$ cat src/rtl/param_memory_pkg.sv
// Shared types and default sizing for the parameterised memory with clear sweep.
package param_memory_pkg;

  typedef enum logic {
    INIT  = 1'b0,
    READY = 1'b1
  } state_e;

  localparam int DEF_WIDTH = 8;
  localparam int DEF_DEPTH = 8;
  localparam int DEF_NTAPS = 3;

endpackage

$ cat src/rtl/param_memory_init.sv
// Clear-sweep sequencer: walks every word address once after reset, then
// settles in READY.
module param_memory_init
  import param_memory_pkg::*;
#(
  parameter int DEPTH  = DEF_DEPTH,
  parameter int ADDR_W = $clog2(DEPTH)
) (
  input  logic              clk_i,
  input  logic              rst_i,
  output logic              busy_o,
  output logic [ADDR_W-1:0] sweep_addr_o,
  output logic              sweep_we_o
);

  localparam logic [ADDR_W-1:0] LAST_ADDR = ADDR_W'(DEPTH - 1);

  state_e            state_q;
  logic [ADDR_W-1:0] cnt_q;

  // NOTE: sequential state uses non-blocking assignments only, so every
  // register samples the values that existed before the edge.
  always_ff @(posedge clk_i) begin
    if (rst_i) begin
      state_q <= INIT;
      cnt_q   <= '0;
    end else if (state_q == INIT) begin
      cnt_q <= cnt_q + ADDR_W'(1);
      if (cnt_q == LAST_ADDR) begin
        state_q <= READY;
      end
    end
  end

  // Decoded straight from the state register, so Busy is glitch-free.
  assign busy_o       = (state_q == INIT);
  assign sweep_addr_o = cnt_q;
  assign sweep_we_o   = (state_q == INIT) && !rst_i;

endmodule

$ cat src/rtl/param_memory.sv
// Single-port word memory with a post-reset clear sweep, registered read
// port, out-of-range error pulse and a combinational view of the low words.
module param_memory
  import param_memory_pkg::*;
#(
  parameter int WIDTH  = DEF_WIDTH,
  parameter int DEPTH  = DEF_DEPTH,
  parameter int ADDR_W = $clog2(DEPTH),
  parameter int NTAPS  = DEF_NTAPS
) (
  input  logic                   clock,
  input  logic                   reset,
  input  logic                   enable,
  input  logic                   Write,
  input  logic [ADDR_W-1:0]      Address,
  input  logic [WIDTH-1:0]       DataIn,
  output logic [WIDTH-1:0]       DataOut,
  output logic                   ReadValid,
  output logic                   AddrErr,
  output logic                   Busy,
  output logic [NTAPS*WIDTH-1:0] Taps
);

  logic [WIDTH-1:0]  mem_q [DEPTH];
  logic              sweep_we;
  logic [ADDR_W-1:0] sweep_addr;

  logic              in_range;
  logic              req_ok;
  logic              do_write;

  logic [WIDTH-1:0]  data_d, data_q;
  logic              rvalid_d, rvalid_q;
  logic              err_d, err_q;

  param_memory_init #(
    .DEPTH  (DEPTH),
    .ADDR_W (ADDR_W)
  ) u_init (
    .clk_i        (clock),
    .rst_i        (reset),
    .busy_o       (Busy),
    .sweep_addr_o (sweep_addr),
    .sweep_we_o   (sweep_we)
  );

  // One extra bit keeps the compare meaningful when DEPTH is a power of two.
  assign in_range = {1'b0, Address} < (ADDR_W + 1)'(DEPTH);
  assign req_ok   = enable && !Busy && !reset;
  assign do_write = req_ok && Write && in_range;

  // NOTE: the array has no reset branch; it is zeroed by the sweep instead,
  // which keeps it mappable onto plain RAM without a reset port.
  always_ff @(posedge clock) begin
    if (sweep_we) begin
      mem_q[sweep_addr] <= '0;
    end else if (do_write) begin
      mem_q[Address] <= DataIn;
    end
  end

  // NOTE: every variable driven here gets a default first, so no latch forms.
  always_comb begin
    data_d   = data_q;
    rvalid_d = 1'b0;
    err_d    = 1'b0;
    if (req_ok) begin
      if (!in_range) begin
        err_d = 1'b1;
        if (!Write) begin
          data_d   = '0;
          rvalid_d = 1'b1;
        end
      end else if (!Write) begin
        data_d   = mem_q[Address];
        rvalid_d = 1'b1;
      end
    end
  end

  always_ff @(posedge clock) begin
    if (reset) begin
      data_q   <= '0;
      rvalid_q <= 1'b0;
      err_q    <= 1'b0;
    end else begin
      data_q   <= data_d;
      rvalid_q <= rvalid_d;
      err_q    <= err_d;
    end
  end

  assign DataOut   = data_q;
  assign ReadValid = rvalid_q;
  assign AddrErr   = err_q;

  always_comb begin
    Taps = '0;
    for (int i = 0; i < NTAPS; i++) begin
      Taps[i*WIDTH +: WIDTH] = mem_q[i];
    end
  end

endmodule

$ cat config.mk
export PLATFORM = sky130hd
export DESIGN_NAME = param_memory
export DESIGN_NICKNAME = d
export VERILOG_FILES = /design/src/rtl/param_memory_pkg.sv /design/src/rtl/param_memory_init.sv /design/src/rtl/param_memory.sv
export SDC_FILE = /design/constraint.sdc
export NUM_CORES = 1
export LEC_CHECK = 0
export ABC_AREA = 1
export BUFFER_PORTS_ARGS = -buffer_cell sky130_fd_sc_hd__buf_2
export CORE_MARGIN = 4
export CORE_UTILIZATION = 50
export DETAILED_ROUTE_END_ITERATION = 8
export HOLD_SLACK_MARGIN = 0.15
export PLACE_DENSITY_LB_ADDON = 0.2
export SLEW_MARGIN = 20
export SYNTH_ARGS = -nofsm -noshare
export SYNTH_HDL_FRONTEND = slang
export SYNTH_SLANG_ARGS = --single-unit
$ cat constraint.sdc
create_clock -name clock -period 4 [get_ports clock]
set_input_delay 1.2 -clock clock [delete_from_list [all_inputs] [get_ports clock]]
set_output_delay 1.2 -clock clock [all_outputs]
set_load 0.03 [all_outputs]
Yosys cells after proc, flatten, opt, wreduce, memory -nomap -nowiden:

Memory sizes are Yosys's and may differ from the RTL's. A register that Yosys moved wholly into a read port is not among the register bits.
Cells that the tools add are included.

* register bits after elaboration: 5
* RAM bits: 64
* input port bits: 15
* output and inout port bits: 35
* logic and storage cells: 28
* memories: 1

Memory list
* mem_q: depth 8, width 8, read ports 4, clocked after memory_dff 1, write ports 1, RTL line param_memory.sv:24 `logic [WIDTH-1:0] mem_q [DEPTH];`

* $add $sub $neg: 1
* equality and inequality tests: 1
* mux-type cells: 11
* bitwise gates (word level): 3
* reductions and logical operators: 8

Operators by type and width (count)
* 1-bit 2-to-1 mux: 9
* 8-bit 2-to-1 mux: 1
* 8-bit OR reduction: 1
* 1-bit logical AND: 4
* 3-bit by 1-bit adder with 3-bit output (second input constant): 1
* 3-bit == test (second input constant): 1
* 3-bit 2-to-1 mux: 1
* 1-bit NOT: 3
* 2-bit AND reduction: 1
* 2-bit OR reduction: 1
* 1-bit logical NOT: 1

Logic depth before layout (Yosys ltp):

Gate-level depths: netlist of run 1.

* word-level depth: 8
* mapped depth: 9
* depth with buffers taken out: 9

By module:

A second synthesis of run 1 with hierarchy kept.

* cells, all modules: 362
* area, all modules: 3429.5 um^2

By module, submodules not included
* param_memory: times used 1, cells an instance 335, area an instance 3230.6 um^2
* param_memory_init: times used 1, cells an instance 27, area an instance 198.9 um^2

Worst setup path after synthesis of run 1:

Ideal clock, no wire load.

* path kind: input-to-reg
* from: input port reset
* to: memory mem_q[1][0] (netlist bit) (enable)
* arrival time: 2.277 ns
* required time: 3.630 ns
* path slack: 1.352 ns
* cell stages on the path: 8
* buffers on the path: 1
* cell sequence: inv_1 -> nand2_4 -> nor2_4 -> nand2_2 -> buf_6 -> o21ai_2 -> nand2_2 -> nor2_1

* word-level cells in the longest chain between the ends: 8
* elaborated cells on any way between the ends: 12

Ends and longest elaborated chain
* from (decl): RTL line param_memory.sv:12 `input logic reset,`
* 1-bit logical NOT *: RTL line param_memory_init.sv:38, param_memory.sv:49
* 1-bit logical AND: RTL line param_memory.sv:49 `assign req_ok = enable && !Busy && !reset;`
* 1-bit logical AND: RTL line param_memory.sv:50 `assign do_write = req_ok && Write && in_range;`
* 1-bit 2-to-1 mux: RTL line param_memory.sv:57 `end else if (do_write) begin`
* 1-bit 2-to-1 mux: RTL line param_memory.sv:55 `if (sweep_we) begin`
* 1-bit 2-to-1 mux (not written as such): RTL line param_memory.sv:58 `mem_q[Address] <= DataIn;`
* 8-bit OR reduction (no line)
* 3-bit 2-to-1 mux (no line) / 1-bit 2-to-1 mux (equally long branches)
* to (decl): RTL line param_memory.sv:24

Every way passes the cells marked *; elsewhere a longest branch is shown, timed or not.

Worst setup path after layout of run 1:

* from: input port reset
* to: memory mem_q[0][0] (netlist bit) (enable)

The elaborated chain is that of the path after synthesis.

==> metrics.txt, run 1 <==
# TYPE chip_impl_metric gauge
chip_impl_info{name="regToRegStartpoint",value="u_init.state_q"} 1
chip_impl_metric{name="sequentialPowerShare",unit="%"} 53.7
chip_impl_metric{name="clk_pin_slew_worst_paths",unit="ns"} 0.07
chip_impl_metric{name="tightest_slew",unit="ns"} 0.7427
chip_impl_metric{name="grtUsageMet3",unit="%"} 6.511
chip_impl_metric{name="rows",unit=""} 29
chip_impl_metric{name="internal_power",unit="mW"} 1.265
chip_impl_metric{name="drt_first_pass_iters",unit=""} 4
chip_impl_metric{name="pin_count",unit=""} 50
chip_impl_metric{name="die-height",unit="microns"} 90
chip_impl_metric{name="grt_max_degree",unit=""} 35
chip_impl_metric{name="synth.yosys.warnings",unit=""} 0
chip_impl_metric{name="gpl.final_weighted_congestion",unit=""} 0.8146
chip_impl_metric{name="cts.repair_timing.setup_buffer_count",unit=""} 0
chip_impl_metric{name="gr-usage-all-layers",unit="%"} 19.91
chip_impl_metric{name="nFillCells",unit=""} 540
chip_impl_info{name="path_cells",value="buf_2 -> inv_1 -> nand2_4 -> nor2_4 -> nand2_2 -> o21ai_0 -> o211ai_2 -> nor2_1"} 1
chip_impl_metric{name="via_count",unit=""} 2443
chip_impl_metric{name="die_width",unit="microns"} 90
chip_impl_metric{name="cts_inserted_buffers",unit=""} 9
chip_impl_metric{name="grt_overflow",unit=""} 0
chip_impl_info{name="busiest_layer",value="met1"} 1
chip_impl_metric{name="antenna_found_initial",unit=""} 0
chip_impl_metric{name="power_leakage",unit="nW"} 1.745
chip_impl_metric{name="drc_viols",unit=""} 0
chip_impl_info{name="cts_tree",value="yes"} 1
chip_impl_metric{name="gr-usage-met2",unit="%"} 28.19
chip_impl_metric{name="synth_nets",unit=""} 363
chip_impl_metric{name="netlist_instances",unit=""} 346
chip_impl_info{name="criticalPathCategory",value="in -> reg"} 1
chip_impl_metric{name="ys_seq_elements",unit=""} 77
chip_impl_info{name="setup.worst_path.start_class",value="input port"} 1
chip_impl_metric{name="switching_power",unit="mW"} 0.3964
chip_impl_metric{name="antenna_cells",unit=""} 0
chip_impl_metric{name="max_cap_violations",unit=""} 0
chip_impl_metric{name="grt_pass1_wl",unit="microns"} 12290
chip_impl_metric{name="postCtsResizedCells",unit=""} 0
chip_impl_info{name="crit_path_end_kind",value="flop"} 1
chip_impl_metric{name="ys_seq_area_share",unit="%"} 64.91
chip_impl_metric{name="critPathArrivalTime",unit="ns"} 3.00
chip_impl_metric{name="grt_pass1_vias",unit=""} 2321
chip_impl_metric{name="place_hpwl",unit="microns"} 5469
chip_impl_info{name="critical-path-top-delay-family",value="simple AND/OR/NAND/NOR gates"} 1
chip_impl_metric{name="drt_iter0_drc",unit=""} 235
chip_impl_info{name="ctsRootBufferMaster",value="clkbuf_8"} 1
chip_impl_metric{name="route.detailed.wl_per_inst",unit="microns"} 16.24
chip_impl_metric{name="worst_skew_pair.late_latency",unit="ns"} 0.35
chip_impl_metric{name="timing.critical_path.buf_inv",unit=""} 2
chip_impl_info{name="hold_sp",value="DataOut[2]"} 1
chip_impl_info{name="rsz0062_at_grt",value="no"} 1
chip_impl_metric{name="clock.fmax",unit="MHz"} 331.8
chip_impl_info{name="status",value="completed"} 1
chip_impl_metric{name="timing.final.hold_violations",unit=""} 0
chip_impl_metric{name="synth_cell_types",unit=""} 24
chip_impl_metric{name="core",unit="sq mm"} 0.006422
chip_impl_metric{name="postRouteAntennaNets",unit=""} 0
chip_impl_metric{name="irDropWorstVdd",unit="mV"} 0.2980
chip_impl_metric{name="clk_path_buf_depth",unit=""} 2
chip_impl_metric{name="critical_path.max_fanout",unit=""} 16
chip_impl_metric{name="power_per_cell_area",unit="mW/mm^2"} 432.2
chip_impl_metric{name="synthesis.area_per_instance",unit="sq um"} 9.717
chip_impl_metric{name="fin_skew",unit="ns"} 0.009961
chip_impl_metric{name="layout.area.seq",unit="sq mm"} 0.002182
chip_impl_metric{name="maxSlewHeadroom",unit="%"} 50.30
chip_impl_metric{name="start_util",unit="%"} 52.35
chip_impl_metric{name="hold-worst-slack",unit="ns"} 0.4628
chip_impl_metric{name="postRouteWirelength",unit="microns"} 7697
chip_impl_metric{name="period_minus_ws_final",unit="ns"} 3.013
chip_impl_metric{name="comb_power_share",unit="%"} 8.4
chip_impl_info{name="crit_path_start",value="reset"} 1
chip_impl_metric{name="area.growth.synth_to_final",unit="%"} 14.33
chip_impl_metric{name="finalMaxSlewViolations",unit=""} 0
chip_impl_info{name="tightest_hold_check_type",value="reg -> reg"} 1
chip_impl_metric{name="report.final.setup_viol",unit=""} 0
chip_impl_metric{name="drive_above_1_share",unit="%"} 18.14
chip_impl_metric{name="tns",unit="ns"} 0
chip_impl_metric{name="cts.sink_count",unit=""} 77
chip_impl_metric{name="nets_final",unit=""} 409
chip_impl_metric{name="clock_power_share",unit="%"} 37.9
chip_impl_metric{name="grt_util_met1",unit="%"} 28.83
chip_impl_metric{name="die_footprint",unit="sq mm"} 0.008100
chip_impl_metric{name="io_buffer_count",unit=""} 48
chip_impl_metric{name="switching_share",unit="%"} 23.86
chip_impl_metric{name="synth_area",unit="sq mm"} 0.003362
chip_impl_info{name="crit_path_top_delay_cell",value="nor2_1"} 1
chip_impl_metric{name="worst_ep_required_time",unit="ns"} 3.98
chip_impl_metric{name="final_cycle_utilization_of_the_critical_path",unit="%"} 75.34
chip_impl_metric{name="number_of_vias_per_cell_after_detailed_routing",unit=""} 5.154
chip_impl_metric{name="ctsHoldBuffers",unit=""} 0
chip_impl_metric{name="ctsHtreeMaxLevel",unit=""} 3
chip_impl_metric{name="cp_slowest_stage_delay",unit="ns"} 0.57
chip_impl_metric{name="multi_input_area",unit="sq um"} 855.8
==> synthesized netlist by cell type (all sizes together) <==
library cell,number,area (sq um)
nor2,18,75.07
dfxtp,13,260.3
o21ai,5,28.78
clkinv,1,3.750
conb,1,3.750
clkbuf,4,15.01
nor3,1,16.27
nand3,49,245.2
edfxtp,64,1922
xor2,1,8.760
buf,10,61.30
a21oi,9,45.04
o211ai,1,12.51
inv,65,244.0
nand2,102,395.4
ha,2,25.02
==> stage by stage <==
stage               setup slack (ns)  cell area, sq um  instances  power, mW  util (%)
floorplan                      1.352              3362        346      1.005         -
global placement              0.7068              3630        458      1.046     56.52
detailed placement            0.6605              3630        458      1.048     56.52
CTS                            1.034              3844        474      1.669     59.85
global route                  0.8484              3844        474      1.726     59.85
finish                        0.9866              3844        474      1.661     59.85
==> cells by family (layout without fill, tap and decap cells) <==
group	after synthesis	after routing	synth area share, %
AND/OR/NAND/NOR	170	170	21.77
buffers and inverters	80	131	9.638
flip-flops	77	77	64.91
AO/OA/AOI/OAI	15	15	2.568
adder cells (fa/ha/maj)	2	2	0.7442
other	1	1	0.1115
XOR/XNOR	1	1	0.2606
==> worst register-to-register path, cell delays in order (launching register included) <==
cell and delay, ns:
dfxtp_1 0.47, nand2_4 0.11, nor2_4 0.09, nand2_2 0.21, o21ai_0 0.29, o211ai_2 0.22
nor2_1 0.58
==> sequential cells by signal, indices dropped and copies added (netlist names) <==
signal               count
u_init.state_q           1
DataOut                  8
ReadValid                1
u_init.sweep_addr_o      3
mem_q                   64
==> worst paths after layout <==
path	to	slack [ns]	depth (start not counted)
max	mem_q[0][0]	0.99	8
min	DataOut[2]	0.46	2
max reg2reg	mem_q[0][0]	1.67	6
min reg2reg	DataOut[2]	0.46	2
==> power by group through the flow <==
stage               registers (mW)  clock network [mW]  logic (mW)
finish                       0.893               0.629       0.139
global placement             0.911                   0       0.135
CTS                          0.892               0.639       0.139
floorplan                    0.933                   0      0.0722
detailed placement           0.910                   0       0.138
global route                 0.894               0.679       0.153
==> cell usage in the layout (no fill, tap or decap) <==
master / n
buf_4: 1
clkinv_2: 2
o21ai_0: 2
o21ai_2: 1
bufinv_16: 2
nand2_1: 99
nor2_1: 17
o21ai_1: 2
nor3_4: 1
nand2_4: 1
buf_2: 48
xor2_1: 1
inv_1: 64
inv_2: 1
nand3_1: 49
clkinvlp_4: 1
a21oi_1: 9
edfxtp_1: 64
ha_1: 2
nand2_2: 2
dfxtp_1: 13
clkinv_4: 1
clkinv_1: 2
clkbuf_8: 9
conb_1: 1
nor2_4: 1
o211ai_2: 1
==> area by class of cell <==
class	count	area share (%)
Clock buffer	9	3.223
Clock inverter	7	2.344
Inverter	66	6.445
Multi-Input combinational cell	189	22.27
Sequential cell	77	56.77
Tap cell	77	2.507
Timing Repair Buffer	49	6.445
==> metal layers <==
metal	part of all wire [%]	up-vias	routed length [microns]
met5	0	-	0
met4	1.6	0	125
met3	10	13	777
met2	43	111	3300
met1	45	1128	3495
li1	-	1191	-
Power figures use the tool's default switching activity.
==> inputs of run 2 (changes only) <==
- clock period: 4 -> 3 ns (I/O delays scaled with it)
==> run 2 against run 1 <==
Effect of this change:
- cell area is 4.4% higher
- critical path type unchanged
- die area unchanged
- clock skew fell by 0.0012 ns
- non-clock buffer count grew 19
- total power is 40% higher
- core utilization up 2.6 points
- critical path depth grew 1
- critical endpoint is now mem_q[6][2]
- global-route usage rose by 0.47 points
- first-iteration DRC count is 15% higher
- worst hold slack better by 0.0021 ns
==> metrics.txt, run 2 (same netlist as run 1, synthesis figures left out) <==
# TYPE chip_impl_metric gauge
chip_impl_metric{name="worst-r2r-setup-slack",unit="ns"} 1.01
chip_impl_metric{name="via_count",unit=""} 2471
chip_impl_metric{name="postCtsResizedCells",unit=""} 0
chip_impl_metric{name="largest_reg_flops",unit=""} 64
chip_impl_metric{name="switching_share",unit="%"} 23.21
chip_impl_metric{name="die_width",unit="microns"} 90
chip_impl_metric{name="clock.fmax",unit="MHz"} 423.6
chip_impl_metric{name="critical_path.max_fanout",unit=""} 16
chip_impl_metric{name="hold-worst-slack",unit="ns"} 0.4649
chip_impl_metric{name="place_hpwl",unit="microns"} 5873
chip_impl_metric{name="sequentialPowerShare",unit="%"} 51.2
chip_impl_metric{name="antenna_found_initial",unit=""} 0
chip_impl_metric{name="final_cells",unit=""} 493
chip_impl_metric{name="postRouteWirelength",unit="microns"} 7980
chip_impl_metric{name="die-height",unit="microns"} 90
chip_impl_metric{name="clock_power_share",unit="%"} 40.5
chip_impl_info{name="critical-path-top-delay-family",value="simple AND/OR/NAND/NOR gates"} 1
chip_impl_metric{name="tns",unit="ns"} 0
chip_impl_info{name="route.top_layer_used",value="met4"} 1
chip_impl_metric{name="cts.repair_timing.setup_buffer_count",unit=""} 0
chip_impl_metric{name="grt_overflow",unit=""} 0
chip_impl_metric{name="io_buffer_count",unit=""} 48
chip_impl_info{name="largest_register_by_flop_count",value="mem_q"} 1
chip_impl_info{name="crit_path_top_delay_cell",value="o21ai_0"} 1
chip_impl_info{name="criticalPathCategory",value="in -> reg"} 1
chip_impl_metric{name="worst_skew_pair.late_latency",unit="ns"} 0.35
chip_impl_info{name="regToRegStartpoint",value="u_init.state_q"} 1
chip_impl_metric{name="critPathArrivalTime",unit="ns"} 2.43
chip_impl_info{name="crit_path_end_kind",value="flop"} 1
chip_impl_metric{name="max_cap_violations",unit=""} 0
chip_impl_metric{name="drc_viols",unit=""} 0
chip_impl_metric{name="postRouteAntennaNets",unit=""} 0
chip_impl_metric{name="drt_first_pass_iters",unit=""} 4
chip_impl_metric{name="gr-usage-all-layers",unit="%"} 20.37
chip_impl_metric{name="finalMaxSlewViolations",unit=""} 0
chip_impl_info{name="path_cells",value="buf_2 -> inv_1 -> nand2_4 -> nor2_4 -> nand2_2 -> o21ai_0 -> o211ai_2 -> nor2_1 -> buf_4"} 1
chip_impl_info{name="setup.worst_path.start_class",value="input port"} 1
chip_impl_metric{name="irDropWorstVdd",unit="mV"} 0.4790
chip_impl_metric{name="timing.critical_path.buf_inv",unit=""} 3
chip_impl_info{name="mostFrequentLayoutCells",value="nand2_1 (99), inv_1 (64), edfxtp_1 (64)"} 1
chip_impl_metric{name="placedCellCount",unit=""} 477
chip_impl_info{name="worstReg2RegEnd",value="mem_q[6][2]"} 1
chip_impl_metric{name="cts.sink_count",unit=""} 77
chip_impl_info{name="tightest_hold_check_type",value="reg -> reg"} 1
chip_impl_info{name="crit_path_start",value="reset"} 1
chip_impl_metric{name="core",unit="sq mm"} 0.006422
chip_impl_metric{name="drive_above_1_share",unit="%"} 21.88
chip_impl_info{name="cts_tree",value="yes"} 1
chip_impl_metric{name="nets_final",unit=""} 428
chip_impl_metric{name="ctsHtreeMaxLevel",unit=""} 3
chip_impl_metric{name="wl_met2",unit="microns"} 3704
chip_impl_info{name="layout.cells.most_common",value="nand2_1"} 1
chip_impl_metric{name="grt_pass1_vias",unit=""} 2398
chip_impl_info{name="rsz0062_at_grt",value="no"} 1
chip_impl_metric{name="min_delay_path_depth",unit=""} 2
chip_impl_metric{name="rows",unit=""} 29
chip_impl_metric{name="worst_ep_required_time",unit="ns"} 3.06
chip_impl_metric{name="grt_pass1_wl",unit="microns"} 12540
chip_impl_metric{name="ctsHoldBuffers",unit=""} 0
chip_impl_metric{name="fin_total_pwr",unit="mW"} 2.321
chip_impl_metric{name="timing.final.hold_violations",unit=""} 0
chip_impl_metric{name="power_leakage",unit="nW"} 1.857
chip_impl_metric{name="detail_route.wirelength.met1",unit="microns"} 3426
chip_impl_metric{name="period_minus_ws_final",unit="ns"} 2.361
chip_impl_metric{name="drt_iter0_drc",unit=""} 270
chip_impl_metric{name="final_cycle_utilization_of_the_critical_path",unit="%"} 78.69
chip_impl_info{name="status",value="completed"} 1
chip_impl_metric{name="report.final.setup_viol",unit=""} 0
chip_impl_info{name="ctsRootBufferMaster",value="clkbuf_8"} 1
chip_impl_metric{name="antenna_cells",unit=""} 0
chip_impl_metric{name="worstRegToRegCells",unit=""} 7
chip_impl_metric{name="comb_power_share",unit="%"} 8.3
chip_impl_metric{name="clk_path_buf_depth",unit=""} 2
chip_impl_metric{name="pin_count",unit=""} 50
chip_impl_metric{name="number_of_vias_per_cell_after_detailed_routing",unit=""} 5.012
chip_impl_metric{name="switching_power",unit="mW"} 0.5388
chip_impl_metric{name="start_util",unit="%"} 52.35
chip_impl_metric{name="fin_skew",unit="ns"} 0.008766
chip_impl_info{name="hold_sp",value="DataOut[0]"} 1
chip_impl_metric{name="gpl.final_weighted_congestion",unit=""} 0.8305
chip_impl_metric{name="cp_slowest_stage_delay",unit="ns"} 0.27
chip_impl_metric{name="area.growth.synth_to_final",unit="%"} 19.32
chip_impl_metric{name="total_length_of_routed_met3_wires",unit="microns"} 733
chip_impl_metric{name="internal_power",unit="mW"} 1.782
chip_impl_info{name="worst_hold_path.endpoint",value="DataOut[0]"} 1
chip_impl_metric{name="power_per_cell_area",unit="mW/mm^2"} 578.6
chip_impl_metric{name="route.detailed.wl_per_inst",unit="microns"} 16.19
chip_impl_metric{name="clk_pin_slew_worst_paths",unit="ns"} 0.08
chip_impl_metric{name="cts_inserted_buffers",unit=""} 9
chip_impl_metric{name="die_footprint",unit="sq mm"} 0.008100
chip_impl_metric{name="grt_max_degree",unit=""} 33
==> run 2: cell types whose count changed in the layout (fill, tap and decap cells not counted), sizes merged <==
cell / previous run / this run
buf: 49 / 68
clkinv: 5 / 3
clkbuf: 9 / 10
bufinv: 2 / 3
==> run 2: cell type report <==
class                      instances  area, sq um
clock buffer                      10        127.6
fill                             524         2411
timing repair buffer              68        390.4
sequential                        77         2182
multi-input combinational        189        855.8
clock inverter                     6        111.4
inverter                          66        247.7
tap                               77        96.34
==> run 2: worst max path at each step <==
stage / cells after the start / end / slack, ns
floorplan: 8 / mem_q[1][0] / 0.65
global placement: 9 / mem_q[6][2] / 0.33
detailed placement: 9 / mem_q[6][2] / 0.28
CTS: 9 / mem_q[6][0] / 0.65
global route: 9 / mem_q[6][0] / 0.51
finish: 9 / mem_q[6][2] / 0.64
==> run 2: worst min-delay path, stage by stage, from the launching register on <==
cell,delay (ns)
dfxtp_1,0.31
nand2_1,0.06
a21oi_1,0.05
==> run 2: metrics by stage <==
step / setup WS, ns / cell area [sq um] / utilization [%]
floorplan: 0.6523 / 3362 / -
global placement: 0.3330 / 3772 / 58.74
detailed placement: 0.2815 / 3772 / 58.74
CTS: 0.6467 / 4011 / 62.46
global route: 0.5072 / 4011 / 62.46
finish: 0.6392 / 4011 / 62.46
==> run 2: layer usage <==
| metal | vias up | GRT usage [%] |
|---|---|---|
| met3 | 11 | 5.092 |
| met5 | - | 0 |
| met1 | 1123 | 27.16 |
| li1 | 1228 | - |
| met4 | 0 | 7.908 |
| met2 | 109 | 32.11 |
==> run 2: power groups by stage <==
stage	Sequential (mW)	Clock, mW	Combinational (mW)
final	1.19	0.939	0.193
after global routing	1.19	0.995	0.212
after CTS	1.19	0.944	0.193
after detailed placement	1.21	0	0.193
after global placement	1.21	0	0.190
after floorplan	1.24	0	0.0963
